## src/rtl/regbank_rr_arbiter.sv

```systemverilog
// Two-requester round-robin controller that owns a small flip-flop register bank.
// Each granted transaction runs IDLE -> ACCESS -> RELEASE: grant in ACCESS, ack with rdata in RELEASE.
module regbank_rr_arbiter #(
   parameter int WIDTH = 8,
   parameter int DEPTH = 4,
   parameter int AW    = 2
) (
   input  logic             clk,
   input  logic             reset,
   input  logic             req0,
   input  logic             we0,
   input  logic [AW-1:0]    addr0,
   input  logic [WIDTH-1:0] wdata0,
   input  logic             req1,
   input  logic             we1,
   input  logic [AW-1:0]    addr1,
   input  logic [WIDTH-1:0] wdata1,
   output logic             gnt0,
   output logic             gnt1,
   output logic             ack0,
   output logic             ack1,
   output logic [WIDTH-1:0] rdata,
   output logic             busy
);

   typedef enum logic [1:0] {
      IDLE    = 2'd0,
      ACCESS  = 2'd1,
      RELEASE = 2'd2
   } state_e;

   state_e           state_q, state_d;
   logic             last_q, last_d;
   logic             owner_q, owner_d;
   logic             op_we_q, op_we_d;
   logic [AW-1:0]    op_addr_q, op_addr_d;
   logic [WIDTH-1:0] op_wdata_q, op_wdata_d;
   logic [WIDTH-1:0] rdata_q, rdata_d;
   logic [WIDTH-1:0] bank_q [DEPTH];
   logic             bank_we;
   logic             win;

   always_comb begin
      // NOTE: every signal gets a default first so no path leaves it unassigned (no latches).
      state_d    = state_q;
      last_d     = last_q;
      owner_d    = owner_q;
      op_we_d    = op_we_q;
      op_addr_d  = op_addr_q;
      op_wdata_d = op_wdata_q;
      rdata_d    = rdata_q;
      bank_we    = 1'b0;
      win        = 1'b0;

      case (state_q)
         IDLE: begin
            if (req0 || req1) begin
               // On contention the requester that did not win last time goes first.
               win        = (req0 && req1) ? ~last_q : req1;
               owner_d    = win;
               last_d     = win;
               op_we_d    = win ? we1 : we0;
               op_addr_d  = win ? addr1 : addr0;
               op_wdata_d = win ? wdata1 : wdata0;
               state_d    = ACCESS;
            end
         end
         ACCESS: begin
            bank_we = op_we_q;
            rdata_d = op_we_q ? op_wdata_q : bank_q[op_addr_q];
            state_d = RELEASE;
         end
         RELEASE: state_d = IDLE;
         default: state_d = IDLE;
      endcase
   end

   always_ff @(posedge clk) begin
      // NOTE: sequential state uses non-blocking assignments so all registers update together.
      if (reset) begin
         state_q    <= IDLE;
         last_q     <= 1'b1;
         owner_q    <= 1'b0;
         op_we_q    <= 1'b0;
         op_addr_q  <= '0;
         op_wdata_q <= '0;
         rdata_q    <= '0;
         // NOTE: the bank is plain flops with a defined cleared state, so it is reset like any register.
         for (int i = 0; i < DEPTH; i++) begin
            bank_q[i] <= '0;
         end
      end else begin
         state_q    <= state_d;
         last_q     <= last_d;
         owner_q    <= owner_d;
         op_we_q    <= op_we_d;
         op_addr_q  <= op_addr_d;
         op_wdata_q <= op_wdata_d;
         rdata_q    <= rdata_d;
         if (bank_we) begin
            bank_q[op_addr_q] <= op_wdata_q;
         end
      end
   end

   // Handshake outputs decode from state and owner, so they are mutually exclusive by construction.
   assign gnt0  = (state_q == ACCESS)  && !owner_q;
   assign gnt1  = (state_q == ACCESS)  &&  owner_q;
   assign ack0  = (state_q == RELEASE) && !owner_q;
   assign ack1  = (state_q == RELEASE) &&  owner_q;
   assign busy  = (state_q != IDLE);
   assign rdata = rdata_q;

endmodule

```

## config.mk

```make
export PLATFORM = sky130hd
export DESIGN_NAME = regbank_rr_arbiter
export DESIGN_NICKNAME = d
export VERILOG_FILES = /design/src/rtl/regbank_rr_arbiter.sv
export SDC_FILE = /design/constraint.sdc
export NUM_CORES = 1
export LEC_CHECK = 0
export CAP_MARGIN = 10
export CORE_MARGIN = 1.5
export CORE_UTILIZATION = 53
export DETAILED_ROUTE_END_ITERATION = 6
export PLACE_DENSITY_LB_ADDON = 0.3
export SLEW_MARGIN = 20
export SYNTH_ARGS = -nofsm -noshare
export SYNTH_HDL_FRONTEND = slang
export SYNTH_SLANG_ARGS = --single-unit
```

## constraint.sdc

```tcl
create_clock -name clk -period 1.6 [get_ports clk]
set_input_delay 0.32 -clock clk [delete_from_list [all_inputs] [get_ports clk]]
set_output_delay 0.32 -clock clk [all_outputs]
set_load 0.02 [all_outputs]
```

# Word level (Yosys, flattened, before mapping)
# Memories as Yosys holds them, arrays and structs flattened. A register that Yosys moved wholly into a read port is not among the register bits.
# Index checks and enable logic that the tools add are counted.
# Widths: inputs -> output; s select.
# op_classes
mux	15
n_reduce_logical	11
n_eq_ne	3
bitwise	1
# op_table
op	count
$mux 8	2
$mux 1	9
$reduce_or 8->1	1
$mux 2	3
$logic_and 1x1->1	5
$pmux 2 s2	1
$eq 2x1->1 const B	1
$eq 2x2->1 const B	1
$logic_not 2->1	1
$ne 2x2->1 const B	1
$reduce_and 2->1	1
$reduce_bool 2->1	1
$logic_not 1->1	1
$logic_or 1x1->1	1
$not 1->1	1
# word_totals
memories	1
out_inout_bits	13
ff_bits	15
word_cells	37
input_bits	26
ram_bits	32
# mem_list
name	words	word_bits	rd	rd_ports_with_merged_regs	wr	line	source
bank_q	4	8	1	1	4	39	logic [WIDTH-1:0] bank_q [DEPTH];

# Depth between registers and ports, before layout
# Gate-level depths: netlist (run 1).
# depth
word_depth	7
ltp_mapped	5
ltp_nobuf	4

# Least setup slack after synthesis (run 1)
# Ideal clock, no wire load.
# synth_path
path_kind	reg2reg
startpoint	register state_q[0]
endpoint	memory bank_q[1][0], enable pin
arrival_ns	1.101
slack_ns	0.189
path_buffers	0
synth_period_minus_slack_ns	1.411
stages_incl_launch_ff	4
path_cell_list	dfxtp_1 > nand2b_4 > nor4b_4 > or2_2
# synth_lines
element	line	source
start, declared	32	state_e state_q, state_d;
start signal, assigned	93	state_q <= state_d;
end, declared	39	

==> results by group, run 1 <==
STA
  – Tmin final: between 1.5 and 2 ns
  – Endpoints failing hold: 0
  – Count of final setup violators: 0
  – Clock skew: a little under 0.007 ns
  – Total Neg Setup Slack: 0 ns
  – Tcrit/Tclk final: 0.9525
  – RSZ-0062 raised after global routing: yes
  – Least-Margin Pin Slew: ~0.37 ns
  – Max_slew headroom: 0.7519
  – Final setup margin: ~0.076 ns
  – Slew Viols, Final: 0
  – Peak Freq: 0.6562 GHz

Worst setup path
  – Slowest CP cell: dfxtp_2
  – Crit-path most repeated cell: buf_4
  – Worst Path Required: 1.60 ns
  – CP Class: flip-flop to flip-flop
  – Max incr delay on CP: 0.37 ns
  – Setup crit end kind: flip-flop
  – WP data arrival: 1.53 ns
  – Crit start category: flip-flop
  – Crit-path cells: buf_4, nand2b_4, buf_4, nor4b_4, or2_2
  – Worst Path Max Fanout: 8

Clock network
  – Clock Tree Root: clkbuf_8
  – CTS max path bufs: 2
  – Clock Latency Late Sink: just over 0.3 ns
  – CTS tree: done
  – Worst-path clk slew: 0.09 ns
  – CTS sink cnt: 55
  – Post-CTS setup buffers: 0
  – # H-tree levels: 2
  – CTS buffer count: 5

Placed design
  – Dpl ws: -0.1683 ns
  – Post-detail-place hpwl: roughly 3.8 mm
  – Placed Instances: between 300 and 400
  – IO buf count: 38
  – Placed cell area: 3097 um^2
  – Routability Congestion: 0.8378

Floorplanning
  – Die Ht: 72.57 um
  – Initial Util: 0.5467
  – I/O pins: 39
  – Core Area: between 4000 and 5000 um^2
  – Die X: about 73 um
  – # rows: 25
  – Die area: 5266 um^2

Final layout
  – Most common cell after layout, fill and taps aside: and2_1
  – Final instance area: 3196 um^2
  – Most frequent cells in the layout: 33 x and2_1, 32 x edfxtp_1, 25 x clkdlybuf4s50_1, 23 x nand2_1, 22 x dfxtp_1
  – # diodes: 0
  – Area of the multi-input gates: 1061 um^2
  – Nets: 293
  – FF/Latch Area: 1423 um^2
  – Filler cells: 353
  – Area grow syn2layout: 24.59%
  – Share of layout cells above drive strength 1: 0.2164
  – Finished Layout Cells: 322

Pwr
  – Switch Pwr: 790.2 uW
  – Comb power frac: 0.195
  – Leakage: 1.332 nW
  – Worst vdd ir: 0.5778 mV
  – Clock power frac: 0.244
  – Switching Share: 0.2649
  – Pwr dens: 933.5 nW/um^2
  – Sequential share of power: 0.561
  – Internal: 2.193 mW
  – Total power: approximately 3.0 mW

Yosys
  – Synth Area in XOR/XNOR: 0
  – Post-synth design cell area: between 2000 and 3000 um^2
  – Largest family of logic cells by synthesized area: simple AND/OR/NAND/NOR gates
  – Flops & latches, synth: 55
  – Synth warnings: 0
  – Synth Area in Compound Gates: 0.1302
  – Mux share of post-synthesis cell area: 0.08049
  – Avg Inst Size Synth: roughly 12 um^2
  – Post-synthesis simple-gate area fraction: 0.2010
  – Syn_nets: between 200 and 250
  – Mapped Cells: 217
  – Post-Synth Adder-Cell Area: 0
  – Sequential area share after synthesis: 0.5541
  – Post-synth cell types: 33

Global routing
  – Initial antenna violation count: 0
  – GRT Total Usage: 0.2099
  – Number of global-route vias before repair: 1674
  – Largest net degree at the start of global routing: 24
  – Global-route wire length before repair: 8.121 mm
  – Total gr overflow: 0

Drt
  – Drt pass-1 iters: 6
  – Number of remaining DRC errors: 0
  – Via count: 1807
  – Vias/cell: 5.612
  – Post-route ant nets: 0
  – 1st-iter DRT viols: 156
  – WL/cell: around 16 um
  – Wirelength, routed: 5.060 mm

Flow run
  – Max cap viols: 0

Outcome
  – Status: finished, final reports clean

Min path
  – Worst Hold Class: flip-flop to flip-flop
path summary, 6_finish.rpt:
kind | from | end | slack, ns | depth (start not counted)
setup / recovery | state_q[0] | bank_q[1][2] | 0.08 | 5
hold / removal | rdata[0] | rdata[0] | 0.50 | 2
setup reg to reg | state_q[0] | bank_q[1][2] | 0.08 | 5
hold reg to reg | rdata[0] | rdata[0] | 0.50 | 2
per-layer routing:
layer / share of wire / GRT usage
met5: 0 / 0
met4: 0.026 / 0.09224
met3: 0.055 / 0.05694
met2: 0.51 / 0.3731
met1: 0.41 / 0.2345
what timing repair did:
item | CTS | global route
resized for setup | 9 | 16
endpoints found under the setup margin | 5 | 34
hold buffers | 0 | 0
pin swaps | 0 | 1
per-stage QoR:
stage / hold WS [ns] / util
final: 0.5012 / 0.6811
after detailed placement: 0.4925 / 0.6600
after global placement: 0.4874 / 0.6600
after floorplan: 0.4778 / -
after CTS: 0.5027 / 0.6771
after global routing: 0.5191 / 0.6811
sequential cells by signal, indices dropped and copies added, names as in the netlist:
| signal | flops |
|---|---|
| state_q | 2 |
| op_addr_q | 2 |
| bank_q | 32 |
| op_wdata_q | 8 |
| op_we_q | 1 |
| last_q | 1 |
| rdata | 8 |
| owner_q | 1 |
power by group through the flow:
| stage | sequential, mW | combinational [mW] | clock (mW) |
|---|---|---|---|
| final | 1.67 | 0.581 | 0.729 |
| after global routing | 1.69 | 0.632 | 0.806 |
| after CTS | 1.67 | 0.590 | 0.744 |
| after detailed placement | 1.70 | 0.593 | 0 |
| after global placement | 1.70 | 0.583 | 0 |
| after floorplan | 1.69 | 0.349 | 0 |
cells in the mapped netlist:
cell type | count | share of area
buf_4 | 2 | 0.0059
nor4b_4 | 1 | 0.0093
edfxtp_1 | 32 | 0.37
nor2_1 | 14 | 0.020
and3b_1 | 1 | 0.0034
nor2b_1 | 2 | 0.0049
nor4_4 | 2 | 0.017
o21ai_0 | 2 | 0.0039
nor3b_2 | 1 | 0.0049
buf_6 | 2 | 0.0088
mux2_4 | 7 | 0.041
nand2b_4 | 1 | 0.0054
a21boi_1 | 1 | 0.0029
inv_1 | 1 | 0.0015
nand2_1 | 23 | 0.034
buf_2 | 6 | 0.012
nand2b_1 | 1 | 0.0024
a41o_1 | 1 | 0.0039
dfxtp_1 | 23 | 0.18
nand3b_1 | 1 | 0.0029
nor3_1 | 1 | 0.0019
a21bo_2 | 1 | 0.0039
a211oi_1 | 8 | 0.023
mux2_2 | 9 | 0.040
or2_2 | 4 | 0.0098
nor3b_1 | 1 | 0.0029
nand3_1 | 1 | 0.0019
clkbuf_2 | 1 | 0.0019
clkbuf_1 | 3 | 0.0044
a222oi_1 | 8 | 0.031
a311oi_1 | 11 | 0.038
a21oi_1 | 12 | 0.023
and2_1 | 33 | 0.080
final cells by class:
type	count	share of cell area
clock buffers	7	0.02388
well taps	54	0.02114
clock inverters	1	0.001566
flip-flops and latches	55	0.4452
inverters	1	0.001175
multi-input cells	147	0.3320
repair buffers	57	0.1750
cell families after synthesis:
| family | Yosys count |
|---|---|
| AOI/OAI and AO/OA | 44 |
| buffers and inverters | 15 |
| DFF | 55 |
| muxes | 16 |
| and+or+nand+nor | 87 |
worst max-delay path, delay by kind of cell, from the launching register on:
family	cells	cell delay, ns
flops	1	0.37
simple gates	3	0.57
buf+inv	2	0.29
(Power assumes the default switching activity.)
==> run 2: changes to the inputs <==
==> constraint.sdc (replaced) <==
create_clock -name clk -period 1.6 [get_ports clk]
set_input_delay 0.48 -clock clk [delete_from_list [all_inputs] [get_ports clk]]
set_output_delay 0.48 -clock clk [all_outputs]
set_load 0.02 [all_outputs]
==> results by group, run 2 (synthesized netlist as in run 1, its figures left out) <==
Drt
  – Via count: 1800 (was 1807)
  – Drt pass-1 iters: 4 (was 6)
  – Vias/cell: 5.556 (was 5.612)
  – Number of remaining DRC errors: 0 (unchanged)
  – Wirelength, routed: 5.354 mm (was 5.060 mm)
  – WL/cell: 16.52 um (was 15.71 um)
  – 1st-iter DRT viols: 236 (was 156)
  – Post-route ant nets: 0 (unchanged)

STA
  – Peak Freq: 0.6342 GHz (was 0.6562 GHz)
  – Least-Margin Pin Slew: 0.3810 ns (was 0.3717 ns)
  – RSZ-0062 raised after global routing: yes (unchanged)
  – Endpoints failing hold: 0 (unchanged)
  – Clock skew: 0.007155 ns (was 0.006771 ns)
  – Max_slew headroom: 0.7460 (was 0.7519)
  – Tcrit/Tclk final: 0.9856 (was 0.9525)
  – Tmin final: 1.577 ns (was 1.524 ns)
  – Count of final setup violators: 0 (unchanged)
  – Slew Viols, Final: 0 (unchanged)

Floorplanning
  – Core Area: 4692 um^2 (unchanged)
  – I/O pins: 39 (unchanged)
  – Die X: 72.57 um (unchanged)
  – Die Ht: 72.57 um (unchanged)
  – # rows: 25 (unchanged)
  – Die area: 5266 um^2 (unchanged)
  – Initial Util: 0.5467 (unchanged)

Worst setup path
  – Crit start category: flip-flop (unchanged)
  – Max incr delay on CP: 0.35 ns (was 0.37 ns)
  – Worst Path Max Fanout: 5 (was 8)
  – WP data arrival: 1.10 ns (was 1.53 ns)
  – Bufs and invs on worst path: 3 (was 2)
  – Worst Path Required: 1.12 ns (was 1.60 ns)
  – CP Class: flip-flop to primary output (was flip-flop to flip-flop)
  – Setup crit end kind: primary output (was flip-flop)
  – Crit-path cells: buf_4, nor2_2, inv_1, buf_2 (was buf_4, nand2b_4, buf_4, nor4b_4, or2_2)
  – Slowest CP cell: dfxtp_2 (unchanged)
  – CP top delay family: flip-flops (was simple AND/OR/NAND/NOR gates)

Global routing
  – Largest net degree at the start of global routing: 24 (unchanged)
  – GRT Total Usage: 0.2196 (was 0.2099)
  – Initial antenna violation count: 0 (unchanged)
  – Global-route wire length before repair: 8.514 mm (was 8.121 mm)
  – Total gr overflow: 0 (unchanged)
  – Number of global-route vias before repair: 1737 (was 1674)

Final layout
  – Most frequent cells in the layout: 33 x and2_1, 32 x edfxtp_1, 24 x clkdlybuf4s50_1, 23 x nand2_1, 20 x dfxtp_1 (was 33 x and2_1, 32 x edfxtp_1, 25 x clkdlybuf4s50_1, 23 x nand2_1, 22 x dfxtp_1)
  – Most common cell after layout, fill and taps aside: and2_1 (unchanged)
  – Area grow syn2layout: 26.73% (was 24.59%)
  – Max reg flops: 32 (unchanged)
  – Filler cells: 339 (was 353)
  – Final Util: 0.6928 (was 0.6811)
  – # diodes: 0 (unchanged)
  – Reg with most FFs: bank_q (unchanged)
  – Nets: 295 (was 293)
  – Share of layout cells above drive strength 1: 0.2407 (was 0.2164)

Min path
  – Worst Hold Class: flip-flop to flip-flop (unchanged)

Outcome
  – Status: finished, final reports clean (unchanged)

Placed design
  – Post-detail-place hpwl: 3.925 mm (was 3.784 mm)
  – Routability Congestion: 0.8250 (was 0.8378)
  – IO buf count: 38 (unchanged)

Clock network
  – Post-CTS setup buffers: 0 (unchanged)
  – CTS sink cnt: 55 (unchanged)
  – CTS buffer count: 5 (unchanged)
  – CTS max path bufs: 2 (unchanged)
  – Clock Tree Root: clkbuf_8 (unchanged)
  – CTS tree: done (unchanged)
  – Clock Latency Late Sink: 0.31 ns (about the same)
  – # H-tree levels: 2 (unchanged)
  – Worst-path clk slew: 0.09 ns (about the same)

Pwr
  – Worst vdd ir: 0.5109 mV (was 0.5778 mV)
  – Leakage: 1.286 nW (was 1.332 nW)
  – Total power: 3.312 mW (was 2.983 mW)
  – Pwr dens: 1019 nW/um^2 (was 933.5 nW/um^2)

Flow run
  – Max cap viols: 0 (unchanged)
[run 2: cell types whose count changed in the layout (fill, tap and decap cells not counted), sizes merged, moves of 2 or more]
cell,before,now
bufinv,0,2
clkbuf,9,6
dlymetal6s2s,8,1
clkdlybuf4s15,2,0
buf,19,26
dlygate4sd2,1,8
[run 2: path summary, 6_finish.rpt]
check	startpoint	to	slack (ns)	cells after the start
max	state_q[0]	busy	0.02	4
min	rdata[6]	rdata[6]	0.50	2
max reg2reg	op_addr_q[0]	rdata[6]	0.08	4
min reg2reg	rdata[6]	rdata[6]	0.50	2
[run 2: routing by layer]
layer,global-route usage,share of wire
met1,0.2682,0.41
met5,0,0
met4,0.08805,0.011
met3,0.03333,0.037
met2,0.3874,0.54
[run 2: repair_timing]
action	in CTS	in global routing
endpoints found under the setup margin	32	28
gates resized for setup	36	9
hold buffers	0	0
pin swaps	0	4
[run 2: metrics by stage]
| stage | setup TNS (ns) | instance area [um^2] | cells | hold WS (ns) | setup slack (ns) |
|---|---|---|---|---|---|
| 6_report | 0 | 3251 | 324 | 0.4999 | 0.02311 |
| 5_1_grt | -0.03608 | 3251 | 324 | 0.5135 | -0.03000 |
| 4_1_cts | 0 | 3232 | 324 | 0.5034 | 0.003813 |
| 3_5_place_dp | -18.27 | 3112 | 316 | 0.4929 | -0.3360 |
| 3_3_place_gp | -16.13 | 3112 | 316 | 0.4878 | -0.2954 |
| 2_1_floorplan | 0 | 2565 | 217 | 0.4778 | 0.08531 |
[run 2: area by class of cell]
type                    instances  area (um^2)  share of cell area
clock buffers                   6        72.57             0.02232
clock inverters                 2        60.06             0.01848
inverters                       1        3.754            0.001155
multi-input cells             147         1076              0.3310
flip-flops and latches         55         1428              0.4392
well taps                      54        67.56             0.02079
repair buffers                 59        543.0              0.1671
[run 2: worst register-to-register path, stage by stage, from the launching register on]
cell	delay [ns]
dfxtp_1	0.37
buf_12	0.20
mux2_4	0.32
a222oi_1	0.39
a211oi_1	0.13
[run 2: where the power goes]
part	switching, mW	total [mW]	internal, mW	leakage, nW
registers	0.0822	1.67	1.59	0.523
clock network	0.420	1.04	0.625	0.0654
logic	0.297	0.599	0.301	0.698
total	0.800	3.31	2.51	1.29
==> run 3: changes to the inputs <==
CORE_UTILIZATION = 48   (was 53)
SETUP_SLACK_MARGIN = 0.4   (was not set)
==> results by group, run 3 (synthesized netlist as in run 1, its figures left out) <==
Outcome
  – Status: finished, final reports clean (unchanged)

Drt
  – Drt pass-1 iters: 7 (was 4)
  – Vias/cell: 5.642 (was 5.556)
  – 1st-iter DRT viols: 206 (was 236)
  – Via count: 1986 (was 1800)
  – Post-route ant nets: 0 (unchanged)
  – WL/cell: 18.74 um (was 16.52 um)
  – Number of remaining DRC errors: 0 (unchanged)
  – Wirelength, routed: 6.596 mm (was 5.354 mm)

Final layout
  – Filler cells: 381 (was 339)
  – Nets: 307 (was 295)
  – Area of the multi-input gates: 1299 um^2 (was 1076 um^2)
  – Most frequent cells in the layout: 32 x edfxtp_1, 31 x and2_4, 23 x nand2_1, 22 x clkdlybuf4s50_1, 20 x buf_6 (was 33 x and2_1, 32 x edfxtp_1, 24 x clkdlybuf4s50_1, 23 x nand2_1, 20 x dfxtp_1)
  – Reg with most FFs: bank_q (unchanged)
  – FF/Latch Area: 1449 um^2 (was 1428 um^2)
  – Max reg flops: 32 (unchanged)
  – Share of layout cells above drive strength 1: 0.5035 (was 0.2407)
  – # diodes: 0 (unchanged)
  – Most common cell after layout, fill and taps aside: edfxtp_1 (was and2_1)
  – Final Util: 0.7055 (was 0.6928)
  – Area grow syn2layout: 41.37% (was 26.73%)

Pwr
  – Leakage: 1.419 nW (was 1.286 nW)
  – Worst vdd ir: 0.5962 mV (was 0.5109 mV)
  – Pwr dens: 883.2 nW/um^2 (was 1019 nW/um^2)
  – Total power: 3.202 mW (was 3.312 mW)

STA
  – Endpoints failing hold: 0 (unchanged)
  – Peak Freq: 0.6440 GHz (was 0.6342 GHz)
  – RSZ-0062 raised after global routing: yes (unchanged)
  – Total Neg Setup Slack: 0 ns (unchanged)
  – Clock skew: 0.01103 ns (was 0.007155 ns)
  – Tcrit/Tclk final: 0.9704 (was 0.9856)
  – Slew Viols, Final: 0 (unchanged)
  – Count of final setup violators: 0 (unchanged)
  – Hold slack: 0.5190 ns (was 0.4999 ns)
  – Tmin final: 1.553 ns (was 1.577 ns)
  – Max_slew headroom: 0.7404 (was 0.7460)
  – Least-Margin Pin Slew: 0.3890 ns (was 0.3810 ns)

Clock network
  – # H-tree levels: 2 (unchanged)
  – CTS buffer count: 5 (unchanged)
  – Hold buffers post-CTS: 0 (unchanged)
  – Worst-path clk slew: 0.10 ns (was 0.09 ns)
  – CTS max path bufs: 2 (unchanged)
  – CTS sink cnt: 55 (unchanged)
  – Clock Tree Root: clkbuf_8 (unchanged)
  – Clock Latency Late Sink: 0.31 ns (about the same)
  – CTS tree: done (unchanged)

Min path
  – Worst Hold Class: flip-flop to flip-flop (unchanged)

Worst setup path
  – Slowest CP cell: dfxtp_4 (was dfxtp_2)
  – Worst Path Max Fanout: 5 (unchanged)
  – Crit-path cells: nor2b_4, and2_4, buf_6 (was buf_4, nor2_2, inv_1, buf_2)
  – Reg2reg setup slack: 0.13 ns (was 0.08 ns)
  – WP data arrival: 1.07 ns (was 1.10 ns)
  – Setup crit end kind: primary output (unchanged)
  – CP Class: flip-flop to primary output (unchanged)
  – Worst Path Required: 1.12 ns (about the same)
  – Max incr delay on CP: 0.38 ns (was 0.35 ns)
  – Crit start category: flip-flop (unchanged)

Floorplanning
  – # rows: 26 (was 25)
  – Initial Util: 0.4990 (was 0.5467)
  – Die area: 5791 um^2 (was 5266 um^2)
  – I/O pins: 39 (unchanged)
  – Die X: 76.10 um (was 72.57 um)
  – Die Ht: 76.10 um (was 72.57 um)
  – Core Area: 5140 um^2 (was 4692 um^2)

Placed design
  – Routability Congestion: 0.7877 (was 0.8250)
  – Post-detail-place hpwl: 3.943 mm (was 3.925 mm)
  – IO buf count: 38 (unchanged)

Global routing
  – Initial antenna violation count: 0 (unchanged)
  – Total gr overflow: 0 (unchanged)
  – Largest net degree at the start of global routing: 23 (was 24)
  – Number of global-route vias before repair: 1817 (was 1737)
  – GRT Total Usage: 0.2087 (was 0.2196)
  – Global-route wire length before repair: 9.211 mm (was 8.514 mm)

Flow run
  – Max cap viols: 0 (unchanged)
-- run 3: changes by cell type in the layout (fill, tap and decap cells not counted), moves of 6 or more --
cell,delta
a311oi_2,+6
mux2_4,+8
dfxtp_1,-11
mux2_2,-8
dlygate4sd2_1,-8
and2_1,-31
a311oi_1,-6
and2_4,+31
buf_6,+18
dfxtp_2,+8
-- run 3: area by class of cell --
| type | count | area share |
|---|---|---|
| Sequential cell | 55 | 0.3996 |
| Multi-Input combinational cell | 149 | 0.3582 |
| Timing Repair Buffer | 69 | 0.1946 |
| Tap cell | 70 | 0.02415 |
| Clock buffer | 7 | 0.02105 |
| Clock inverter | 1 | 0.001380 |
| Inverter | 1 | 0.001035 |
-- run 3: through the flow --
stage,instances,setup slack (ns),instance area [um^2]
2_1_floorplan,217,0.1990,2633
3_3_place_gp,329,-0.3019,3178
3_5_place_dp,329,-0.3596,3178
4_1_cts,345,0.04546,3437
5_1_grt,352,-0.02168,3626
6_report,352,0.04732,3626
-- run 3: path summary, 6_finish.rpt --
check	start	cells past startpoint	endpoint
min	rdata[2]	2	rdata[2]
max reg2reg	state_q[0]	5	bank_q[1][5]
max	state_q[0]	3	gnt1
min reg2reg	rdata[2]	2	rdata[2]
-- run 3: where the power goes --
group | internal [mW] | switching (mW)
registers | 1.59 | 0.124
logic | 0.409 | 0.351
clock network | 0.308 | 0.418
-- run 3: worst max-delay path, delay by kind of cell (launching register included) --
kind | cells | cell delay, ns
buf+inv | 1 | 0.11
flops | 1 | 0.38
simple gates | 2 | 0.28
-- run 3: timing repair --
action,4_1_cts,5_1_grt
gates cloned,0,2
setup endpoints to repair,99,97
resized for setup,116,49
pin swaps,22,13
buffers inserted,8,5
-- run 3: layer usage --
layer / vias up / global-route usage / share of wire
met3: 18 / 0.03593 / 0.060
li1: 932 / - / -
met2: 89 / 0.4018 / 0.55
met4: 0 / 0.05926 / 0.028
met1: 947 / 0.2347 / 0.36
met5: - / 0 / 0
